## config.mk

```make
export PLATFORM = sky130hd
export DESIGN_NAME = mem_wb_stage_flat
export DESIGN_NICKNAME = d
export VERILOG_FILES = /design/src/rtl/mem_wb_stage_if.sv /design/src/rtl/mem_wb_stage.sv /design/src/flat_wrapper.sv
export SDC_FILE = /design/constraint.sdc
export NUM_CORES = 1
export LEC_CHECK = 0
export ABC_CLOCK_PERIOD_IN_PS = 4300
export BUFFER_PORTS_ARGS = -buffer_cell sky130_fd_sc_hd__buf_4
export CAP_MARGIN = 20
export CORE_ASPECT_RATIO = 1.1
export CORE_MARGIN = 10
export CORE_UTILIZATION = 25
export DETAILED_ROUTE_END_ITERATION = 10
export PLACE_DENSITY = 0.51
export SLEW_MARGIN = 20
export SYNTH_ARGS = -nofsm -noshare
export SYNTH_HDL_FRONTEND = slang
export SYNTH_SLANG_ARGS = --single-unit
```

## constraint.sdc

```tcl
create_clock -name clk -period 4.3 [get_ports clk]
set_clock_uncertainty 0.05 [all_clocks]
set_input_delay 0.43 -clock clk [delete_from_list [all_inputs] [get_ports clk]]
set_output_delay 0.43 -clock clk [all_outputs]
set_load 0.05 [all_outputs]
```

## src/rtl/mem_wb_stage_if.sv

```systemverilog
// Data-memory request/ready bus between the MEM stage (master) and the memory (slave).
// Request, address, write data and write enable are combinational from the stage; ready and read data come back the same cycle.
interface mem_wb_stage_if;
    logic        dmem_req;
    logic        dmem_we;
    logic [31:0] dmem_addr;
    logic [31:0] dmem_wdata;
    logic        dmem_ready;
    logic [31:0] dmem_rdata;

    modport master (
        output dmem_req, dmem_we, dmem_addr, dmem_wdata,
        input  dmem_ready, dmem_rdata
    );

    modport slave (
        input  dmem_req, dmem_we, dmem_addr, dmem_wdata,
        output dmem_ready, dmem_rdata
    );
endinterface

```

## src/rtl/mem_wb_stage.sv

```systemverilog
// MEM stage plus MEM/WB register: 1 cycle for non-memory ops, 1 + wait states for loads and stores.
// Backpressure: stall_mem freezes upstream while a request waits for dmem_ready, and bubbles enter WB.
module mem_wb_stage #(
    parameter int unsigned TIMEOUT_CYCLES = 16
) (
    input  logic        clk,
    input  logic        rst_n,

    input  logic [31:0] pc_ex_mem,
    input  logic [31:0] instruction_ex_mem,
    input  logic        RegWrite_ex_mem,
    input  logic        RegDst_ex_mem,
    input  logic        MemRead_ex_mem,
    input  logic        MemWrite_ex_mem,
    input  logic        MemtoReg_ex_mem,
    input  logic [1:0]  Jump_ex_mem,
    input  logic [31:0] alu_out_ex_mem,
    input  logic [31:0] ram_write_data_ex_mem,
    input  logic [4:0]  rt_ex_mem,
    input  logic [4:0]  rd_ex_mem,
    input  logic        halt_ex_mem,

    mem_wb_stage_if.master dmem,

    output logic        stall_mem,
    output logic        bus_error,

    output logic [31:0] pc_mem_wb,
    output logic [31:0] instruction_mem_wb,
    output logic [31:0] alu_out_mem_wb,
    output logic [31:0] ram_read_data_mem_wb,
    output logic        RegWrite_mem_wb,
    output logic        MemtoReg_mem_wb,
    output logic        halt_mem_wb,
    output logic [1:0]  Jump_mem_wb,
    output logic [4:0]  write_reg_mem_wb
);

    typedef enum logic {S_IDLE, S_WAIT} state_t;

    localparam logic [15:0] CNT_LAST = 16'(TIMEOUT_CYCLES - 1);

    state_t      state_q, state_d;
    logic [15:0] wait_cnt_q, wait_cnt_d;
    logic        bus_error_q, bus_error_d;

    logic [31:0] pc_q, instr_q, alu_q, rdata_q;
    logic        reg_write_q, mem_to_reg_q, halt_q;
    logic [1:0]  jump_q;
    logic [4:0]  write_reg_q;

    logic mem_op;
    logic req;
    logic timeout_hit;
    logic stall;
    logic rd_done;

    assign mem_op      = MemRead_ex_mem | MemWrite_ex_mem;
    assign timeout_hit = (state_q == S_WAIT) && (wait_cnt_q == CNT_LAST) && !dmem.dmem_ready;
    // Request and stall are gated by rst_n so they drop the instant reset asserts.
    assign req         = rst_n && ((state_q == S_WAIT) || mem_op);
    assign stall       = req && !dmem.dmem_ready && !timeout_hit;
    // A store takes priority when both read and write are flagged.
    assign rd_done     = req && dmem.dmem_ready && MemRead_ex_mem && !MemWrite_ex_mem;

    assign dmem.dmem_req   = req;
    assign dmem.dmem_we    = MemWrite_ex_mem;
    assign dmem.dmem_addr  = alu_out_ex_mem;
    assign dmem.dmem_wdata = ram_write_data_ex_mem;

    always_comb begin
        state_d     = state_q;
        wait_cnt_d  = wait_cnt_q;
        bus_error_d = bus_error_q;
        case (state_q)
            S_IDLE: begin
                if (mem_op && !dmem.dmem_ready) begin
                    state_d    = S_WAIT;
                    wait_cnt_d = 16'd1;
                end
            end
            S_WAIT: begin
                if (dmem.dmem_ready) begin
                    state_d    = S_IDLE;
                    wait_cnt_d = 16'd0;
                end else if (timeout_hit) begin
                    state_d     = S_IDLE;
                    wait_cnt_d  = 16'd0;
                    bus_error_d = 1'b1;
                end else begin
                    wait_cnt_d = wait_cnt_q + 16'd1;
                end
            end
            default: state_d = S_IDLE;
        endcase
    end

    always_ff @(posedge clk or negedge rst_n) begin
        if (!rst_n) begin
            state_q     <= S_IDLE;
            wait_cnt_q  <= 16'd0;
            bus_error_q <= 1'b0;
        end else begin
            state_q     <= state_d;
            wait_cnt_q  <= wait_cnt_d;
            bus_error_q <= bus_error_d;
        end
    end

    always_ff @(posedge clk or negedge rst_n) begin
        if (!rst_n) begin
            pc_q         <= '0;
            instr_q      <= '0;
            alu_q        <= '0;
            rdata_q      <= '0;
            reg_write_q  <= 1'b0;
            mem_to_reg_q <= 1'b0;
            halt_q       <= 1'b0;
            jump_q       <= '0;
            write_reg_q  <= '0;
        end else if (stall) begin
            // Bubble: kill the control fields, leave the data fields as they were.
            instr_q      <= '0;
            reg_write_q  <= 1'b0;
            mem_to_reg_q <= 1'b0;
            halt_q       <= 1'b0;
            jump_q       <= '0;
        end else begin
            pc_q         <= pc_ex_mem;
            instr_q      <= instruction_ex_mem;
            alu_q        <= alu_out_ex_mem;
            rdata_q      <= rd_done ? dmem.dmem_rdata : 32'd0;
            reg_write_q  <= RegWrite_ex_mem && !timeout_hit;
            mem_to_reg_q <= MemtoReg_ex_mem;
            halt_q       <= halt_ex_mem;
            jump_q       <= Jump_ex_mem;
            write_reg_q  <= RegDst_ex_mem ? rd_ex_mem : rt_ex_mem;
        end
    end

    assign stall_mem            = stall;
    assign bus_error            = bus_error_q;
    assign pc_mem_wb            = pc_q;
    assign instruction_mem_wb   = instr_q;
    assign alu_out_mem_wb       = alu_q;
    assign ram_read_data_mem_wb = rdata_q;
    assign RegWrite_mem_wb      = reg_write_q;
    assign MemtoReg_mem_wb      = mem_to_reg_q;
    assign halt_mem_wb          = halt_q;
    assign Jump_mem_wb          = jump_q;
    assign write_reg_mem_wb     = write_reg_q;

endmodule

```

## src/flat_wrapper.sv

```systemverilog
// flat-port wrapper written by rule: the top's interface ports become plain ports
module mem_wb_stage_flat 
#(
    parameter int unsigned TIMEOUT_CYCLES = 16
)
  (clk, rst_n, pc_ex_mem, instruction_ex_mem, RegWrite_ex_mem, RegDst_ex_mem, MemRead_ex_mem, MemWrite_ex_mem, MemtoReg_ex_mem, Jump_ex_mem, alu_out_ex_mem, ram_write_data_ex_mem, rt_ex_mem, rd_ex_mem, halt_ex_mem, stall_mem, bus_error, pc_mem_wb, instruction_mem_wb, alu_out_mem_wb, ram_read_data_mem_wb, RegWrite_mem_wb, MemtoReg_mem_wb, halt_mem_wb, Jump_mem_wb, write_reg_mem_wb, dmem_dmem_req, dmem_dmem_we, dmem_dmem_addr, dmem_dmem_wdata, dmem_dmem_ready, dmem_dmem_rdata);
  mem_wb_stage_if dmem_i ();
  input  logic clk;
  input  logic rst_n;
  input  logic [31:0] pc_ex_mem;
  input  logic [31:0] instruction_ex_mem;
  input  logic RegWrite_ex_mem;
  input  logic RegDst_ex_mem;
  input  logic MemRead_ex_mem;
  input  logic MemWrite_ex_mem;
  input  logic MemtoReg_ex_mem;
  input  logic [1:0] Jump_ex_mem;
  input  logic [31:0] alu_out_ex_mem;
  input  logic [31:0] ram_write_data_ex_mem;
  input  logic [4:0] rt_ex_mem;
  input  logic [4:0] rd_ex_mem;
  input  logic halt_ex_mem;
  output logic stall_mem;
  output logic bus_error;
  output logic [31:0] pc_mem_wb;
  output logic [31:0] instruction_mem_wb;
  output logic [31:0] alu_out_mem_wb;
  output logic [31:0] ram_read_data_mem_wb;
  output logic RegWrite_mem_wb;
  output logic MemtoReg_mem_wb;
  output logic halt_mem_wb;
  output logic [1:0] Jump_mem_wb;
  output logic [4:0] write_reg_mem_wb;
  output wire logic [$bits(dmem_i.dmem_req)-1:0] dmem_dmem_req;
  output wire logic [$bits(dmem_i.dmem_we)-1:0] dmem_dmem_we;
  output wire logic [$bits(dmem_i.dmem_addr)-1:0] dmem_dmem_addr;
  output wire logic [$bits(dmem_i.dmem_wdata)-1:0] dmem_dmem_wdata;
  input wire logic [$bits(dmem_i.dmem_ready)-1:0] dmem_dmem_ready;
  input wire logic [$bits(dmem_i.dmem_rdata)-1:0] dmem_dmem_rdata;
  assign dmem_dmem_req = dmem_i.dmem_req;
  assign dmem_dmem_we = dmem_i.dmem_we;
  assign dmem_dmem_addr = dmem_i.dmem_addr;
  assign dmem_dmem_wdata = dmem_i.dmem_wdata;
  assign dmem_i.dmem_ready = dmem_dmem_ready;
  assign dmem_i.dmem_rdata = dmem_dmem_rdata;
  mem_wb_stage #(.TIMEOUT_CYCLES(TIMEOUT_CYCLES)) u_core (.clk(clk), .rst_n(rst_n), .pc_ex_mem(pc_ex_mem), .instruction_ex_mem(instruction_ex_mem), .RegWrite_ex_mem(RegWrite_ex_mem), .RegDst_ex_mem(RegDst_ex_mem), .MemRead_ex_mem(MemRead_ex_mem), .MemWrite_ex_mem(MemWrite_ex_mem), .MemtoReg_ex_mem(MemtoReg_ex_mem), .Jump_ex_mem(Jump_ex_mem), .alu_out_ex_mem(alu_out_ex_mem), .ram_write_data_ex_mem(ram_write_data_ex_mem), .rt_ex_mem(rt_ex_mem), .rd_ex_mem(rd_ex_mem), .halt_ex_mem(halt_ex_mem), .dmem(dmem_i), .stall_mem(stall_mem), .bus_error(bus_error), .pc_mem_wb(pc_mem_wb), .instruction_mem_wb(instruction_mem_wb), .alu_out_mem_wb(alu_out_mem_wb), .ram_read_data_mem_wb(ram_read_data_mem_wb), .RegWrite_mem_wb(RegWrite_mem_wb), .MemtoReg_mem_wb(MemtoReg_mem_wb), .halt_mem_wb(halt_mem_wb), .Jump_mem_wb(Jump_mem_wb), .write_reg_mem_wb(write_reg_mem_wb));
endmodule
```

Word level (Yosys, flattened, before mapping). Cells that the tools add are included.

Register bits after elaboration: 156. Logic and storage cells: 48.

Add/subtract/negate cells: 1. Equality and inequality tests: 2. Mux-type cells: 15. Bitwise logic cells: 3. Reduce and logical (&&, ||, !) cells: 15.

Operator list (number): two-way mux 32 bit (2); two-way mux 16 bit (3); one-hot mux 16 bit (2 select lines) (1); adder 16 x 1 -> 16 bit (second input constant) (1); == test 16 x 4 -> 1 bit (second input constant) (1); logical AND 1 bit (10); two-way mux 1 bit (6); two-way mux 5 bit (1); logical NOT 1 bit (3); AND reduction 3 bit (1); two-way mux 2 bit (1); != test 2 x 1 -> 1 bit (second input constant) (1); inverter 1 bit (2); one-hot mux 1 bit (2 select lines) (1); logical OR 1 bit (1); bitwise OR 1 bit (1).

Logic depth before layout (Yosys ltp).
Word-level depth: 7. Gate-level depth with buffers: 9. Mapped depth without buffers: 6.

Worst setup path after synthesis. No wires, ideal clock.

Path kind: in2out. Start: input MemRead_ex_mem. End: output stall_mem. Data arrival time: 2.066 ns. Required time: 3.820 ns. Setup slack: 1.754 ns. Stages on the path: 6. Path through: nor3_1 nor2b_1 o211a_1 buf_6 buf_6 buf_2.

Cells in the longest elaborated chain, start to end: 5.

RTL lines: from (decl) (line flat_wrapper.sv:14) `input logic MemRead_ex_mem;`; bitwise OR 1 bit (line mem_wb_stage.sv:58) `assign mem_op = MemRead_ex_mem | MemWrite_ex_mem;`; logical OR 1 bit (line mem_wb_stage.sv:61) `assign req = rst_n && ((state_q == S_WAIT) || mem_op);`; logical AND 1 bit (line mem_wb_stage.sv:61); net dmem_dmem_req (line flat_wrapper.sv:34) `output wire logic [$bits(dmem_i.dmem_req)-1:0] dmem_dmem_req;`; logical AND 1 bit (2 in series) (line mem_wb_stage.sv:62) `assign stall = req && !dmem.dmem_ready && !timeout_hit;`; to (decl) (line flat_wrapper.sv:23) `output logic stall_mem;`.

The timed path passes the listed nets, and every way through them passes these cells.

Final worst setup path.
Start: input rst_n. End: output stall_mem.

Cells in the longest elaborated chain, start to end: 3.

RTL lines: from (decl) (line flat_wrapper.sv:9) `input logic rst_n;`; logical AND 1 bit (line mem_wb_stage.sv:61); logical AND 1 bit (2 in series) (line mem_wb_stage.sv:62).

Every way passes these cells.

==> results.json <==
{
  "status": "finished clean",
  "busiest_layer": "met2",
  "cts_root_buffer": "clkbuf_16",
  "synth_adder_area_share_pct": 0.194,
  "avgSynthCellArea_um2": 13.2,
  "synth_mux_area_share_pct": 12.6,
  "use_met1_pct": 13.3,
  "io_pins": 387,
  "synth_area_leaders": "dfrtp_1, mux2_2, buf_4",
  "period_minus_slack_ps": 3090,
  "die_area_mm2": 0.0326,
  "drtIter0Drc": 281,
  "power_density_mw_per_mm2": 422,
  "grt_pass1_vias": 5049,
  "worst_slew_pin_slew_ps": 913,
  "chipWidth_um": 173,
  "worst_path_largest_cell_delay_ps": 730,
  "routabilityCongestion": 0.762,
  "fill_cells": 2533,
  "cts_made_buffers": 17,
  "vias_per_cell": 4.19,
  "synth_fp_nets": 671,
  "cp_data_required_time_ps": 3820,
  "whs_path_depth": 2,
  "postRouteAntennaNets": 0,
  "worst_skew_pair.late_latency_ps": 430,
  "setup_ws_ps": 1210,
  "wire_per_inst_um": 17.7,
  "dpl.hpwl_mm": 15.1,
  "cp-end-kind": "primary output",
  "clock_sinks": 156,
  "synth_cells": 489,
  "dpl.cell_count": 1075,
  "ir_drop_mv": 0.224,
  "die_h_um": 188,
  "grt_max_degree": 71,
  "yosys.area_share.simple_pct": 9.28,
  "rows": 61,
  "grt_pass1_wl_mm": 30.3,
  "dp_slack_ps": 1520,
  "synth_area_mm2": 0.00643,
  "synthDistinctLibCells": 40,
  "detail_route.first_pass.iterations": 4,
  "synth-compound-area-share_pct": 7.64,
  "r2r_slack_ps": 1510,
  "nets": 931,
  "use_met3_pct": 4.78,
  "start_util_pct": 25.4,
  "hold_violations": 0,
  "yosysMostFrequentCell": "dfrtp_1",
  "cp-start-kind": "input pin",
  "setup_violations": 0,
  "synth_top_cell_by_area": "dfrtp_1",
  "route.detailed.drc": 0,
  "seq_area_frac_synth_pct": 60.7,
  "diodes": 0,
  "wl_mm": 19.6,
  "path_clk_slew_ps": 70,
  "track_usage_pct": 11.7,
  "netlist_top_cells_count": "dfrtp_1, buf_4, mux2_2",
  "cp.arrival_ps": 2610,
  "fin_crit_sh_pct": 71.8,
  "core_area_mm2": 0.0253,
  "finalSetupTns_ps": 0,
  "worst_path_max_delay_cell": "o211a_4",
  "critical_path_class": "input pin to primary output",
  "post-cts-setup-buffers": 0,
  "report.final.slew_viol_count": 0,
  "drive_above_1_share_pct": 56.2,
  "antenna_found_initial": 0,
  "synth_edf_count": 0,
  "stdcell_count": 1108,
  "critPathMaxFanout": 53,
  "grt-ovfl-total": 0,
  "cts_tree": "yes",
  "ys.flop_type": "dfrtp_1",
  "r2r-end": "u_core.pc_mem_wb[10]$_DFFE_PN0N_",
  "leakage_nw": 4.55,
  "htree_num_levels": 4,
  "vias": 4647,
  "hp-start": "RegWrite_ex_mem",
  "ys_ff_latch": 156,
  "portBuffers": 322,
  "met2_usage_pct": 20.0,
  "path_cells": "dlygate4sd3_1, buf_6, nor2b_1, o211a_4, buf_4",
  "yosysWarningCount": 0,
  "slew_headroom_pct": 39.1,
  "clock.fmax_mhz": 324,
  "synth_top_family_by_area": "multiplexers",
  "clockBufferDepth": 2,
  "async_flop_share_pct": 100,
  "synth_xor_area_share_pct": 0.136,
  "ff2ff_path_depth": 6,
  "syn2layout_area_growth_pct": 45.2,
  "rsz0062_at_grt": "no",
  "yosys.area.top_type_share_pct": 60.7,
  "r2r_start": "u_core.wait_cnt_q[0]$_DFFE_PN0P_",
  "hold_path_class": "input pin to flop",
  "hold-path-endpoint": "u_core.RegWrite_mem_wb$_DFF_PN0_",
  "maxCapViolations": 0,
  "holdWs_ps": 164
}
==> layout by cell type, fill, tap and decap left out, types with 7 or more instances in the layout <==
cell | netlist | final
nand3_1 | 11 | 11
clkbuf_16 | 0 | 17
o21ai_0 | 10 | 10
mux2_4 | 10 | 10
dfrtp_1 | 156 | 156
nor2b_1 | 38 | 38
nand2_1 | 24 | 24
a22o_1 | 35 | 35
mux2_2 | 54 | 54
buf_4 | 65 | 325
nor3_1 | 7 | 7
nor2_1 | 9 | 9
==> worst max path at each step <==
| stage | from | end | slack, ps | cells after the start |
|---|---|---|---|---|
| after global routing | rst_n | stall_mem | 1010 | 5 |
| after floorplan | MemRead_ex_mem | stall_mem | 1750 | 6 |
| after CTS | rst_n | stall_mem | 1160 | 5 |
| after detailed placement | u_core.wait_cnt_q[0]$_DFFE_PN0P_ | u_core.pc_mem_wb[25]$_DFFE_PN0N_ | 1520 | 6 |
| final | rst_n | stall_mem | 1210 | 5 |
| after global placement | u_core.wait_cnt_q[0]$_DFFE_PN0P_ | u_core.pc_mem_wb[5]$_DFFE_PN0N_ | 1530 | 6 |
==> registers in the layout, indices dropped and copies added, names as in the netlist, 2 cells and up <==
register and count:
u_core.Jump_mem_wb 2, u_core.pc_mem_wb 32, u_core.ram_read_data_mem_wb 32, u_core.wait_cnt_q 16, u_core.instruction_mem_wb 32, u_core.write_reg_mem_wb 5, u_core.alu_out_mem_wb 32
==> report_power, final <==
group / internal (mW) / leakage (nW) / switching (mW) / total [mW]
registers: 1.56 / 1.94 / 0.0436 / 1.60
logic: 0.304 / 2.33 / 0.557 / 0.861
clock network: 0.829 / 0.275 / 0.650 / 1.48
==> metal layers <==
layer | vias up | part of all wire (%)
li1 | 2162 | -
met1 | 2235 | 40
met2 | 237 | 51
met3 | 13 | 8.0
met4 | 0 | 1.0
met5 | - | 0
==> kinds of logic (layout without fill, tap and decap cells) <==
| logic type | after synthesis | after routing |
|---|---|---|
| AO/OA/AOI/OAI | 64 | 64 |
| XOR/XNOR | 1 | 1 |
| adder cells (fa/ha/maj) | 1 | 1 |
| buffers and inverters | 89 | 362 |
| flip-flops | 156 | 156 |
| multiplexers | 69 | 69 |
| AND/OR/NAND/NOR | 109 | 109 |
==> cell type report <==
type                       count  area [um^2]  area share (%)
clock buffer                  19          443            4.74
sequential                   156         3900            41.8
multi-input combinational    244         1930            20.6
timing repair buffer         329         2500            26.8
inverter                       1         3.75          0.0402
tap                          346          433            4.63
clock inverter                13          133            1.42
==> critical path, delay by kind of cell <==
family	cells	cell delay [ps]
AO/OA/AOI/OAI	1	730
buffers and inverters	3	1110
AND/OR/NAND/NOR	1	310
==> through the flow <==
step | instance area, um^2 | util [%] | power, mW
6_report | 9340 | 36.9 | 3.94
5_1_grt | 9340 | 36.9 | 4.11
4_1_cts | 9340 | 36.9 | 4.03
3_5_place_dp | 8760 | 34.6 | 2.51
3_3_place_gp | 8760 | 34.6 | 2.50
2_1_floorplan | 6430 | - | 2.24
==> repair_timing <==
item                      4_1_cts  5_1_grt
hold buffers                    1        0
resized for setup               0        0
hold endpoints to repair       22        0
Power figures use the tool's default switching activity.
